$ cat config.mk
export PLATFORM = sky130hd
export DESIGN_NAME = s3_deserializer_flat
export DESIGN_NICKNAME = d
export VERILOG_FILES = /design/src/rtl/s3_deserializer_if.sv /design/src/rtl/s3_deserializer.sv /design/src/flat_wrapper.sv
export SDC_FILE = /design/constraint.sdc
export NUM_CORES = 1
export LEC_CHECK = 0
export CAP_MARGIN = 10
export CORE_ASPECT_RATIO = 0.8
export CORE_MARGIN = 5
export CORE_UTILIZATION = 64
export CTS_BUF_LIST = sky130_fd_sc_hd__clkbuf_4
export DETAILED_ROUTE_END_ITERATION = 10
export HOLD_SLACK_MARGIN = 0.06
export PLACE_DENSITY_LB_ADDON = 0.15
export SETUP_SLACK_MARGIN = 0.02
export SYNTH_ARGS = -nofsm -noshare
export SYNTH_HDL_FRONTEND = slang
export SYNTH_SLANG_ARGS = --single-unit
$ cat constraint.sdc
create_clock -name ck -period 5.93 [get_ports ck]
set_input_delay 1.186 -clock ck [delete_from_list [all_inputs] [get_ports ck]]
set_output_delay 1.186 -clock ck [all_outputs]
set_load 0.01 [all_outputs]
$ cat src/rtl/s3_deserializer_if.sv
// Stage-3 bus: a bit strobe plus one serial data bit per strobe.
interface in_MyBus;
    logic execute1;
    logic dataTx1;

    // Consumers only observe the bus
    modport sink (input execute1, input dataTx1);
    // Producers drive both signals
    modport source (output execute1, output dataTx1);
endinterface

$ cat src/rtl/s3_deserializer.sv
// Stage-3 deserializer: assembles LSB-first serial bits into WIDTH-bit words
// and queues them in a DEPTH-entry show-ahead FIFO with a valid/ready output.
// The bus cannot stall, so a word arriving at a full FIFO is dropped and
// recorded in a sticky overflow flag.
module s3_deserializer #(
    parameter int WIDTH = 8,
    parameter int DEPTH = 4
) (
    input  logic                         ck,
    input  logic                         arst_n,
    input  logic                         isolate,
    in_MyBus.sink                        uin_MyBusS3,
    output logic [WIDTH-1:0]             word_o,
    output logic                         word_vld_o,
    input  logic                         word_rdy_i,
    output logic [$clog2(DEPTH+1)-1:0]   level_o,
    output logic                         overflow_o
);

    localparam int CW = (WIDTH > 1) ? $clog2(WIDTH) : 1;
    localparam int PW = (DEPTH > 1) ? $clog2(DEPTH) : 1;
    localparam int LW = $clog2(DEPTH + 1);

    localparam logic [CW-1:0] CNT_LAST  = CW'(WIDTH - 1);
    localparam logic [LW-1:0] LEVEL_MAX = LW'(DEPTH);

    logic               bit_en;
    logic               word_done;
    logic [WIDTH-1:0]   new_word;
    logic               pop;
    logic               push_ok;

    logic [CW-1:0]      cnt_reg;
    logic [WIDTH-2:0]   shift_reg;
    logic [PW-1:0]      wr_ptr_reg;
    logic [PW-1:0]      rd_ptr_reg;
    logic [LW-1:0]      level_reg;
    logic               overflow_reg;
    logic [WIDTH-1:0]   mem [DEPTH];

    // Isolation masks the strobe so clamped bus values never reach the word path
    assign bit_en    = uin_MyBusS3.execute1 & ~isolate;
    assign word_done = bit_en && (cnt_reg == CNT_LAST);
    // The final bit bypasses the shift register and completes the word directly
    assign new_word  = {uin_MyBusS3.dataTx1, shift_reg};

    assign pop     = word_vld_o & word_rdy_i;
    // A pop in the same cycle frees the slot the new word needs
    assign push_ok = word_done && ((level_reg != LEVEL_MAX) || pop);

    // Bit counter: advances per strobe, wraps on word completion, cleared by isolation
    always_ff @(posedge ck or negedge arst_n) begin
        if (!arst_n) begin
            cnt_reg <= '0;
        end else if (isolate) begin
            cnt_reg <= '0;
        end else if (bit_en) begin
            cnt_reg <= word_done ? '0 : cnt_reg + CW'(1);
        end
    end

    // Shift register: each strobe stores its bit at the current bit position
    always_ff @(posedge ck or negedge arst_n) begin
        if (!arst_n) begin
            shift_reg <= '0;
        end else if (isolate) begin
            shift_reg <= '0;
        end else if (bit_en && !word_done) begin
            shift_reg[cnt_reg] <= uin_MyBusS3.dataTx1;
        end
    end

    // FIFO storage: written only when the completed word is accepted
    always_ff @(posedge ck or negedge arst_n) begin
        if (!arst_n) begin
            for (int i = 0; i < DEPTH; i++) begin
                mem[i] <= '0;
            end
        end else if (push_ok) begin
            mem[wr_ptr_reg] <= new_word;
        end
    end

    // Pointers, occupancy and sticky overflow; full/empty come from the level count
    always_ff @(posedge ck or negedge arst_n) begin
        if (!arst_n) begin
            wr_ptr_reg   <= '0;
            rd_ptr_reg   <= '0;
            level_reg    <= '0;
            overflow_reg <= 1'b0;
        end else begin
            if (push_ok) begin
                wr_ptr_reg <= wr_ptr_reg + PW'(1);
            end
            if (pop) begin
                rd_ptr_reg <= rd_ptr_reg + PW'(1);
            end
            case ({push_ok, pop})
                2'b10:   level_reg <= level_reg + LW'(1);
                2'b01:   level_reg <= level_reg - LW'(1);
                default: level_reg <= level_reg;
            endcase
            if (word_done && !push_ok) begin
                overflow_reg <= 1'b1;
            end
        end
    end

    assign word_o     = mem[rd_ptr_reg];
    assign word_vld_o = (level_reg != '0);
    assign level_o    = level_reg;
    assign overflow_o = overflow_reg;

endmodule

$ cat src/flat_wrapper.sv
// flat-port wrapper written by rule: the top's interface ports become plain ports
module s3_deserializer_flat 
#(
    parameter int WIDTH = 8,
    parameter int DEPTH = 4
)
  (ck, arst_n, isolate, word_o, word_vld_o, word_rdy_i, level_o, overflow_o, uin_MyBusS3_execute1, uin_MyBusS3_dataTx1);
  in_MyBus uin_MyBusS3_i ();
  input  logic ck;
  input  logic arst_n;
  input  logic isolate;
  output logic [WIDTH-1:0] word_o;
  output logic word_vld_o;
  input  logic word_rdy_i;
  output logic [$clog2(DEPTH+1)-1:0] level_o;
  output logic overflow_o;
  input wire logic [$bits(uin_MyBusS3_i.execute1)-1:0] uin_MyBusS3_execute1;
  input wire logic [$bits(uin_MyBusS3_i.dataTx1)-1:0] uin_MyBusS3_dataTx1;
  assign uin_MyBusS3_i.execute1 = uin_MyBusS3_execute1;
  assign uin_MyBusS3_i.dataTx1 = uin_MyBusS3_dataTx1;
  s3_deserializer #(.WIDTH(WIDTH), .DEPTH(DEPTH)) u_core (.ck(ck), .arst_n(arst_n), .isolate(isolate), .uin_MyBusS3(uin_MyBusS3_i), .word_o(word_o), .word_vld_o(word_vld_o), .word_rdy_i(word_rdy_i), .level_o(level_o), .overflow_o(overflow_o));
endmodule
# Word level (Yosys, flattened, before mapping)

Index checks and enable logic that the tools add are counted.

Equality and inequality tests: 4
Reductions and logical operators: 13
Order comparisons: 5
Mux-type cells: 15
Bitwise gates (word level): 5
Add/sub/neg operators: 5

Operators with widths:

| cell                | count |
|---|---|
| $bwmux 32           | 1 |
| $mux 8              | 3 |
| $bmux 8 s2          | 1 |
| $demux 8 s2         | 1 |
| $mux 7              | 2 |
| $mux 3              | 3 |
| $bwmux 7            | 1 |
| $add 3x1->3 const B | 2 |
| $ge 3x3->1 const B  | 2 |
| $logic_and 1x1->1   | 6 |
| $not 2->3           | 2 |
| $pmux 3 s2          | 1 |
| $reduce_bool 2->1   | 3 |
| $add 2x1->2 const B | 2 |
| $lt 3x4->1 const B  | 1 |
| $demux 1 s3         | 1 |
| $eq 3x3->1 const B  | 1 |
| $ge 3x1->1 const B  | 1 |
| $lt 3x1->1 const B  | 1 |
| $ne 3x3->1 const B  | 1 |
| $reduce_bool 3->1   | 1 |
| $sub 3x1->3 const B | 1 |
| $and 1x1->1         | 2 |
| $eq 2x1->1 const B  | 1 |
| other kinds (5)     | 6 |

Register bits: 50
Output and inout bits: 13

# Depth between registers and ports, before layout

Depth in word-level cells: 7
Depth in mapped cells: 11

# Least setup slack after synthesis

No wires, ideal clock.

Path type: input to register
Start: input port word_rdy_i
End: register u_core.level_reg[2] (netlist: u_core.level_o[2])
Data required time: 5.851 ns
Path buffers: 1
Setup time: 0.079 ns
Slack: 2.975 ns
Data arrival time: 2.876 ns
Cell stages on the path: 9
Cells stage by stage: or4b_1 -> buf_6 -> nand2_2 -> ha_1 -> inv_1 -> fa_1 -> xor2_1 -> nor2_1 -> xor2_1

Cells in the longest elaborated chain, start to end: 5
Elaborated cells between the ends (all ways): 7
Classes of those cells: eq/ne: 2; mux: 1; bitwise: 1; reduce/logical: 3

Ends and longest elaborated chain:

| element                                                | RTL line               | source |
|---|---|---|
| start: declaration                                     | flat_wrapper.sv:14     | `input logic word_rdy_i;` |
| $and 1x1->1 *                                          | s3_deserializer.sv:47  | `assign pop = word_vld_o & word_rdy_i;` |
| $logic_or 1x1->1                                       | s3_deserializer.sv:49  | `assign push_ok = word_done && ((level_reg != LEVEL_MAX) \|\| pop);` |
| $logic_and 1x1->1                                      | s3_deserializer.sv:49  |  |
| $eq 2x1->1 / $eq 2x2->1 (equally long branches)        | s3_deserializer.sv:98  | `case ({push_ok, pop})` |
| $pmux 3 s2 / $reduce_bool 2->1 (equally long branches) | n/a                    |  |
| end signal: assignment                                 | s3_deserializer.sv:99  | `2'b10: level_reg <= level_reg + LW'(1);` |
| end signal: assignment                                 | s3_deserializer.sv:100 | `2'b01: level_reg <= level_reg - LW'(1);` |
| end signal: assignment                                 | s3_deserializer.sv:101 | `default: level_reg <= level_reg;` |
| end: declaration                                       | s3_deserializer.sv:37  | `logic [LW-1:0] level_reg;` |

Mark *: on every way between the ends. The rest lies on a longest branch, timed or not.
A chain may end at the register's enable or synchronous reset.

# Worst setup path after layout

Start: register u_core.rd_ptr_reg[0]
End: output port word_o[0]

Cells in the longest elaborated chain, start to end: 4

Ends and longest elaborated chain:

| element                                    | RTL line               | source |
|---|---|---|
| start: declaration                         | s3_deserializer.sv:36  | `logic [PW-1:0] rd_ptr_reg;` |
| start signal: assignment                   | s3_deserializer.sv:96  | `rd_ptr_reg <= rd_ptr_reg + PW'(1);` |
| $not 2->3 (implied by the code)            | s3_deserializer.sv:109 | `assign word_o = mem[rd_ptr_reg];` |
| $bmux 8 s2                                 | s3_deserializer.sv:109 |  |
| $mux 8 (implied by the code) (2 in series) | s3_deserializer.sv:109 |  |
| end: declaration                           | flat_wrapper.sv:12     | `output logic [WIDTH-1:0] word_o;` |

Every way passes these cells. The select of a mux whose other input is x is not followed.

==> flow_summary_export.csv <==
group,metric,value,unit
run_status,status,"finished, final reports clean",
sta,tightestPinTransition,0.590,ns
synthesis,ys_top_cells_by_area,"dfrtp_1 (52%), mux2_2 (15%), mux4_2 (7.5%)",
drt,viasPerCell,5.84,
drt,post_drt_wl_per_cell,17.5,µm
floorplanning,die-area,5090,µm²
cells_and_area,nNetsFinal,198,
synthesis,avgSynthCellArea,14.6,µm²
critical_path,start_kind,"flop",
cells_and_area,antennaDiodeCount,0,
sta,timing.final.ws_setup,2.56,ns
clock_network,numCtsBuffers,5,
min_path,hp-class,"flop to flop",
drt,drtIter0Drc,92,
clock_network,clkLatencyLatePin,0.36,ns
drt,first_pass_iters,4,
critical_path,required,4.74,ns
pwr,p_leak,1.27,nW
placement,place_area,2590,µm²
drt,drt_wl_total,3960,µm
floorplanning,rows,19,
pwr,cellPowerDensity,262,nW/µm²
critical_path,reg2regPathDepth,10,
cells_and_area,syn_to_final_growth,11.0,%
pwr,total_power,0.699,mW
critical_path,crit_path_end_kind,"primary output",
cells_and_area,fin_util,0.758,
sta,setup_violations,0,
floorplanning,start_util,0.683,
clock_network,post_cts.repair.setup_buffers,0,
sta,relSlewSlack,0.607,
drt,vias,1325,
synthesis,synth-seq-cells,50,
synthesis,synth_fp_nets,179,
clock_network,root_buffer,"clkbuf_4",
global_route,grt.total_usage,0.189,
cells_and_area,largest_register_ffs,32,
sta,post-route-min-period,3.37,ns
min_path,hold_path_depth,1,
pwr,irDropWorstVdd,0.203,mV
synthesis,synth.distinct_cells,32,
synthesis,netlist_area,2400,µm²
sta,fmax,297,MHz
placement,dp_slack,2.29,ns
placement,gp_congestion,0.776,
job,cap_violations,0,
synthesis,async_flop_share,1.00,
floorplanning,die_x,78.5,µm
placement,dpl.hpwl,2910,µm
sta,tns,0,ns
synthesis,synth_top_cell_by_area,"dfrtp_1",
pwr,p_clk_frac,0.209,
pwr,p_sw,0.208,mW
synthesis,syn_inst,165,
global_route,grt_pass1_vias,1466,
sta,clock_skew,0.0179,ns
synthesis,ys.warnings.count,0,
global_route,antenna_found_initial,0,
critical_path,crit_fanout,10,
floorplanning,num_io_pins,19,
critical_path,r2r_start,"u_core.cnt_reg[0]$_DFFE_PN0P_",
placement,port_buffers,18,
cells_and_area,instances_no_fill,227,
sta,rsz0062_at_grt,"false",
global_route,grt_max_degree,51,
sta,hold_viol_final,0,
synthesis,synth_top_area_frac,0.521,
clock_network,cts.path.max_buffers,2,
placement,dpl.cell_count,218,
synthesis,synth_most_common_cell,"dfrtp_1",
global_route,met1_usage,0.260,
pwr,p_comb_frac,0.200,
synthesis,seq_area_frac_synth,0.521,
critical_path,crit_path_start,"u_core.rd_ptr_reg[0]$_DFFE_PN0P_",
pwr,p_sw_frac,0.298,
pwr,cellInternalPower,0.491,mW
sta,drv_slew,0,
min_path,worstHoldStart,"u_core.mem[15]$_DFFE_PN0P_",
global_route,busiest_layer,"met2",
sta,hold_ws,0.507,ns
cells_and_area,drive_gt1_frac,0.335,
pwr,power_frac_seq,0.592,
clock_network,cts.sinks,50,
clock_network,ctsResizeCount,0,
clock_network,cts_tree,"done",
synthesis,synth-edff-count,0,
sta,fin_crit_sh,0.568,
floorplanning,die_y,64.8,µm
clock_network,cts_htree_levels,2,
clock_network,clkTransAtPathRegs,0.13,ns
synthesis,synth_ff_type,"dfrtp_1",
clock_network,hold_buffers,0,
drt,drc,0,
cells_and_area,fin_area,2670,µm²
global_route,grt_pass1_wl,7400,µm
global_route,met3_usage,0.0443,
critical_path,crit_arrival,2.19,ns
drt,ant_nets,0,
synthesis,ys_top_cells_by_count,"dfrtp_1 (50), mux2_2 (32), mux4_2 (8)",
critical_path,crit_type,"flop to primary output",
global_route,grt_remaining_overflow,0,
global_route,use_met2,0.305,
floorplanning,core_area,3520,µm²
[layout make-up]
cell class / instances / area [µm²]
Multi-Input combinational cell: 102 / 1090
Fill cell: 209 / 851
Timing Repair Buffer: 19 / 195
Tap cell: 42 / 52.6
Clock buffer: 6 / 45.0
Inverter: 6 / 22.5
Clock inverter: 2 / 8.76
Sequential cell: 50 / 1250
[path summary, 6_finish.rpt]
path | slack (ns) | end
setup / recovery | 2.56 | word_o[0]
hold / removal | 0.51 | u_core.mem[15]$_DFFE_PN0P_
setup reg to reg | 3.35 | u_core.level_o[2]$_DFFE_PN0P_
hold reg to reg | 0.51 | u_core.mem[15]$_DFFE_PN0P_
max in group asynchronous | 4.78 | u_core.mem[25]$_DFFE_PN0P_
min in group asynchronous | 0.67 | u_core.wr_ptr_reg[1]$_DFFE_PN0P_
[power groups by stage]
stage               clock network, mW  registers, mW  logic, mW
finish                          0.146          0.414      0.140
CTS                             0.150          0.415      0.140
global route                    0.170          0.424      0.154
floorplan                           0          0.389      0.114
detailed placement                  0          0.422      0.139
global placement                    0          0.419      0.131
[per-layer routing]
metal  up-vias  part of all wire  wire length [µm]
li1        635                 -                 -
met1       665              0.46              1830
met2        18              0.50              1970
met3         7             0.027               109
met4         0             0.014                57
met5         -                 0                 0
[layout by cell type, fill, tap and decap left out, drive strengths merged, types with 2 or more instances in the layout]
cell type,count
a21oi,7
a31o,6
buf,2
clkbuf,6
clkdlybuf4s50,17
clkinv,2
dfrtp,50
ha,7
inv,6
mux2,34
mux2i,3
mux4,8
nand2,2
nand2b,7
nand3,5
nor2,5
nor2b,3
xnor2,3
xor2,3
[critical path: stages (launching register included)]
cell and delay [ns]:
dfrtp_1 0.74, mux4_2 0.59, clkdlybuf4s50_1 0.50
[logic make-up after synthesis]
family / synth area share
AO/OA/AOI/OAI: 0.0432
XOR/XNOR: 0.0219
adder cells (fa/ha/maj): 0.0448
buffers and inverters: 0.0250
flip-flops: 0.521
multiplexers: 0.247
AND/OR/NAND/NOR: 0.0979
No activity file was read; power rests on OpenSTA's default activity.
